[src/rtl/modn_counter_if.sv]
// rtl/modn_counter_if.sv - control/status bundle for modn_counter
interface modn_counter_if #(
  parameter int WIDTH = 3
);
  logic             en;
  logic             up;
  logic             clr;
  logic             load;
  logic [WIDTH-1:0] load_val;
  logic             one_shot;
  logic             term_wr;
  logic [WIDTH-1:0] term_val;
  logic [WIDTH-1:0] count;
  logic [WIDTH-1:0] term_q;
  logic             tc;
  logic             wrap;
  logic             done;

  modport master (
    output en, up, clr, load, load_val, one_shot, term_wr, term_val,
    input  count, term_q, tc, wrap, done
  );

  modport slave (
    input  en, up, clr, load, load_val, one_shot, term_wr, term_val,
    output count, term_q, tc, wrap, done
  );
endinterface

[src/rtl/modn_counter.sv]
// rtl/modn_counter.sv - up/down modulo-N counter with programmable terminal, load, clear and one-shot
module modn_counter #(
  parameter int WIDTH       = 3,
  parameter int DEFAULT_MOD = 6
) (
  input  logic          clk,
  input  logic          rst_n,
  modn_counter_if.slave bus
);
  localparam logic [WIDTH-1:0] TERM_RST = WIDTH'(DEFAULT_MOD - 1);

  logic [WIDTH-1:0] count_q;
  logic [WIDTH-1:0] count_d;
  logic [WIDTH-1:0] term_r;
  logic [WIDTH-1:0] load_clamped;
  logic             wrap_q;
  logic             wrap_d;
  logic             done_q;
  logic             done_d;
  logic             at_term;
  logic             step;

  // >= in up mode lets the count recover after term_q is lowered below it
  assign at_term      = bus.up ? (count_q >= term_r) : (count_q == '0);
  assign step         = bus.en & ~done_q;
  assign load_clamped = (bus.load_val > term_r) ? term_r : bus.load_val;

  always_comb begin
    count_d = count_q;
    done_d  = done_q;
    wrap_d  = 1'b0;
    if (bus.clr) begin
      count_d = '0;
      done_d  = 1'b0;
    end else if (bus.load) begin
      count_d = load_clamped;
      done_d  = 1'b0;
    end else if (step) begin
      if (!at_term) begin
        count_d = bus.up ? count_q + 1'b1 : count_q - 1'b1;
      end else if (!bus.one_shot) begin
        count_d = bus.up ? '0 : term_r;
        wrap_d  = 1'b1;
      end else begin
        done_d = 1'b1;
      end
    end
  end

  always_ff @(posedge clk or negedge rst_n) begin
    if (!rst_n) begin
      count_q <= '0;
      term_r  <= TERM_RST;
      wrap_q  <= 1'b0;
      done_q  <= 1'b0;
    end else begin
      count_q <= count_d;
      wrap_q  <= wrap_d;
      done_q  <= done_d;
      if (bus.term_wr) begin
        term_r <= bus.term_val;
      end
    end
  end

  assign bus.count  = count_q;
  assign bus.term_q = term_r;
  assign bus.wrap   = wrap_q;
  assign bus.done   = done_q;
  assign bus.tc     = step & ~bus.clr & ~bus.load & at_term;
endmodule

[src/flat_wrapper.sv]
// flat-port wrapper written by rule: the top's interface ports become plain ports
module modn_counter_flat 
#(
  parameter int WIDTH       = 3,
  parameter int DEFAULT_MOD = 6
)
  (clk, rst_n, bus_en, bus_up, bus_clr, bus_load, bus_load_val, bus_one_shot, bus_term_wr, bus_term_val, bus_count, bus_term_q, bus_tc, bus_wrap, bus_done);
  modn_counter_if #(.WIDTH(WIDTH)) bus_i ();
  input  logic clk;
  input  logic rst_n;
  input wire logic [$bits(bus_i.en)-1:0] bus_en;
  input wire logic [$bits(bus_i.up)-1:0] bus_up;
  input wire logic [$bits(bus_i.clr)-1:0] bus_clr;
  input wire logic [$bits(bus_i.load)-1:0] bus_load;
  input wire logic [$bits(bus_i.load_val)-1:0] bus_load_val;
  input wire logic [$bits(bus_i.one_shot)-1:0] bus_one_shot;
  input wire logic [$bits(bus_i.term_wr)-1:0] bus_term_wr;
  input wire logic [$bits(bus_i.term_val)-1:0] bus_term_val;
  output wire logic [$bits(bus_i.count)-1:0] bus_count;
  output wire logic [$bits(bus_i.term_q)-1:0] bus_term_q;
  output wire logic [$bits(bus_i.tc)-1:0] bus_tc;
  output wire logic [$bits(bus_i.wrap)-1:0] bus_wrap;
  output wire logic [$bits(bus_i.done)-1:0] bus_done;
  assign bus_i.en = bus_en;
  assign bus_i.up = bus_up;
  assign bus_i.clr = bus_clr;
  assign bus_i.load = bus_load;
  assign bus_i.load_val = bus_load_val;
  assign bus_i.one_shot = bus_one_shot;
  assign bus_i.term_wr = bus_term_wr;
  assign bus_i.term_val = bus_term_val;
  assign bus_count = bus_i.count;
  assign bus_term_q = bus_i.term_q;
  assign bus_tc = bus_i.tc;
  assign bus_wrap = bus_i.wrap;
  assign bus_done = bus_i.done;
  modn_counter #(.WIDTH(WIDTH), .DEFAULT_MOD(DEFAULT_MOD)) u_core (.clk(clk), .rst_n(rst_n), .bus(bus_i));
endmodule
[config.mk]
export PLATFORM = sky130hd
export DESIGN_NAME = modn_counter_flat
export DESIGN_NICKNAME = d
export VERILOG_FILES = /design/src/rtl/modn_counter_if.sv /design/src/rtl/modn_counter.sv /design/src/flat_wrapper.sv
export SDC_FILE = /design/constraint.sdc
export NUM_CORES = 1
export LEC_CHECK = 0
export CORE_UTILIZATION = 30
export DETAILED_ROUTE_END_ITERATION = 8
export GPL_ROUTABILITY_DRIVEN = 0
export GPL_TIMING_DRIVEN = 0
export SLEW_MARGIN = 10
export SYNTH_ARGS = -nofsm -noshare
export SYNTH_HDL_FRONTEND = slang
export SYNTH_SLANG_ARGS = --single-unit
[constraint.sdc]
create_clock -name clk -period 5.2 [get_ports clk]
set_input_delay 0.52 -clock clk [delete_from_list [all_inputs] [get_ports clk]]
set_output_delay 0.52 -clock clk [all_outputs]
set_load 0.02 [all_outputs]
==> flow_summary_export.csv <==
group,metric,value,unit
timing,hold_viol,0,
setup_path,end_kind,"output pin",
grt,grt_usage,0.1542,
drt,firstDrtPassIters,2,
drt,wl_met1,770,um
timing,max_freq,309.9,MHz
power,seqPwrFrac,0.322,
min_path,hold_path_class,"input pin to async pin",
timing,fin_tns_setup,0,ns
clock_tree,cts_hold_buf,0,
grt,gr-total-overflow,0,
final_layout,layout.cells.most_common,"clkdlybuf4s50_1",
drt,highest_layer,"met4",
floorplan,core_area,0.002233,mm2
power,power_density,241.2,mW/mm2
setup_path,arrival,2.71,ns
timing,finalSetupViolCount,0,
clock_tree,ctsHtreeMaxLevel,1,
floorplan,fp-row-count,17,
final_layout,area_delta_synth_final,39.40,%
floorplan,die_y,50.80,um
timing,rsz0062_at_grt,"false",
setup_path,worstReg2RegStart,"u_core.bus.term_q[2]$_DFFE_PN1P_",
clock_tree,cts_made_buffers,3,
floorplan,start_util,0.3199,
setup_path,start_kind,"register",
timing,finalCritPeriodShare,0.6206,
logic_synthesis,avgSynthCellArea,8.930,um2
floorplan,io-pin-count,23,
drt,via_per_inst,5.127,
clock_tree,cts_root_buf,"clkbuf_4",
clock_tree,cts_tree,"done",
drt,wl_met3,51,um
floorplan,die_w,50.80,um
final_layout,finalNetCount,128,
power,switchingPower,0.08908,mW
clock_tree,cts_setup_buffers,0,
setup_path,ff2ff_setup_slack,3.06,ns
power,power_frac_comb,0.464,
grt,grt_pass1_vias,693,
timing,slew_headroom,0.7490,
drt,routed_wl,1692,um
drt,wl_per_cell,12.63,um
place,dp_hpwl,1423,um
grt,grt_pass1_wl,2891,um
logic_synthesis,syn_nets,101,
grt,grt_max_degree,10,
power,switching_share,0.3709,
final_layout,final_util,0.4459,
drt,dr_total_vias,687,
clock_tree,path_clk_slew,0.06,ns
timing,clock_skew,0.006227,ns
drt,dr_wl_met2,845,um
timing,period_minus_slack,3.227,ns
timing,final_max_slew_viol_count,0,
logic_synthesis,ys_ff_latch,8,
drt,drc,0,
timing,finalWorstSetupSlack,1.973,ns
place,dp_worst_setup_slack,2.215,ns
grt,antenna_found_initial,0,
job,drv_cap,0,
setup_path,worst-setup-path-type,"register to output pin",
timing,worstMarginPinSlew,0.3726,ns
final_layout,layout_common_cells,"clkdlybuf4s50_1, nand2_1, inv_1",
setup_path,cp.required,4.68,ns
clock_tree,ctsResizeCount,0,
power,irDropWorstVdd,133.3,uV
clock_tree,clk_latency,0.26,ns
timing,hold-worst-slack,0.5246,ns
power,total_power,0.2402,mW
logic_synthesis,yosys_warnings,0,
power,leakagePower,0.4059,nW
outcome,outcome,"complete, no violations",
floorplan,dieArea,0.002581,mm2
logic_synthesis,synth_cells,80,
setup_path,rr_endpoint,"u_core.bus.count[1]$_DFFE_PN0P_",
logic_synthesis,synth-seq-area-share,0.2837,
power,p_int,0.1511,mW
clock_tree,cts_max_path_buffers,2,
final_layout,drive_above_1_share,0.1132,
setup_path,rr_worst_depth,7,
drt,antenna_left,0,
clock_tree,cts_sinks,8,
logic_synthesis,synth.distinct_cells,33,
place,io_buffers,22,
drt,first_iter_violations,5,
logic_synthesis,syn_area,714.4,um2
power,clkPwrFrac,0.214,
setup_path,critPathMaxFanout,4,
final_layout,num_antenna_cells,0,
==> area by class of cell <==
class / count / area, um2
fillers: 232 / 1237
multi-input cells: 62 / 462.9
repair buffers: 22 / 220.2
flip-flops and latches: 8 / 202.7
well taps: 28 / 35.03
inverters: 8 / 30.03
clock buffers: 4 / 26.28
plain buffers: 2 / 18.77
==> power by group through the flow <==
| stage | logic (mW) | clock network (mW) | registers (mW) |
|---|---|---|---|
| 6_report | 0.111 | 0.0514 | 0.0774 |
| 5_1_grt | 0.124 | 0.0582 | 0.0785 |
| 3_3_place_gp | 0.110 | 0 | 0.0785 |
| 3_5_place_dp | 0.112 | 0 | 0.0783 |
| 2_1_floorplan | 0.0669 | 0 | 0.0828 |
| 4_1_cts | 0.112 | 0.0546 | 0.0775 |
==> Yosys cell counts (all sizes together) <==
library cell  instances  area [um2]
nand2                 9       33.78
inv                   8       30.03
o21ai                 7       35.03
dfrtp                 6       150.1
ha                    6       75.07
nor2                  5       21.27
a211oi                4       30.03
a21oi                 4       20.02
a311oi                2       17.52
buf                   2       18.77
dfstp                 2       52.55
mux2i                 2       20.02
nand2b                2       12.51
nor2b                 2       12.51
nor3                  2       10.01
o21a                  2       15.01
a221oi                1       8.760
a22o                  1       8.760
a31oi                 1       6.260
a41oi                 1       8.760
and2                  1       6.260
fa                    1       20.02
nor4                  1       21.27
o21bai                1       11.26
o2bb2ai               1       8.760
o311ai                1       8.760
o31ai                 1       21.27
o32ai                 1       8.760
or2                   1       6.260
or3                   1       6.260
xnor2                 1       8.760
==> critical path, cell delays in order (launching register included) <==
cell,delay (ns)
dfstp_2,0.56
inv_1,0.09
ha_1,0.30
nand2_1,0.06
o21ai_0,0.32
a21oi_1,0.21
nor4_4,0.27
clkdlybuf4s50_1,0.65
==> worst max-delay path by stage <==
stage | start | to | slack, ns | cells after the start
2_1_floorplan | u_core.bus.term_q[2]$_DFFE_PN1P_ | bus_tc | 2.87 | 6
3_3_place_gp | u_core.bus.term_q[2]$_DFFE_PN1P_ | bus_tc | 2.21 | 7
3_5_place_dp | u_core.bus.term_q[2]$_DFFE_PN1P_ | bus_tc | 2.22 | 7
4_1_cts | u_core.bus.term_q[2]$_DFFE_PN1P_ | bus_tc | 1.92 | 7
5_1_grt | u_core.bus.term_q[2]$_DFFE_PN1P_ | bus_tc | 1.79 | 7
6_report | u_core.bus.term_q[2]$_DFFE_PN1P_ | bus_tc | 1.97 | 7
==> metal layers <==
metal  global-route usage  vias up
met3              0.02121        4
met1               0.1746      322
met5                    0        -
li1                     -      349
met4               0.1204        0
met2               0.2578       12
==> kinds of logic (layout without fill, tap and decap cells) <==
family,count (synthesis),in the layout,share of synthesized area
AO/OA/AOI/OAI,28,28,0.2925
XOR/XNOR,1,1,0.01226
adder cells (fa/ha/maj),7,7,0.1331
buffers and inverters,10,36,0.06831
flip-flops,8,8,0.2837
multiplexers,2,2,0.02802
AND/OR/NAND/NOR,24,24,0.1821
==> flip-flops by register name (all words and copies together), names as in the netlist <==
| name | count |
|---|---|
| u_core.bus.count | 3 |
| u_core.bus.term_q | 3 |
| u_core.bus.done | 1 |
| u_core.bus.wrap | 1 |
==> stage by stage <==
stage               area (um2)  std cells
finish                   996.0        134
global route             996.0        134
CTS                      996.0        134
detailed placement       969.7        130
global placement         969.7        130
floorplan                714.4         80
No activity file was read; power rests on OpenSTA's default activity.
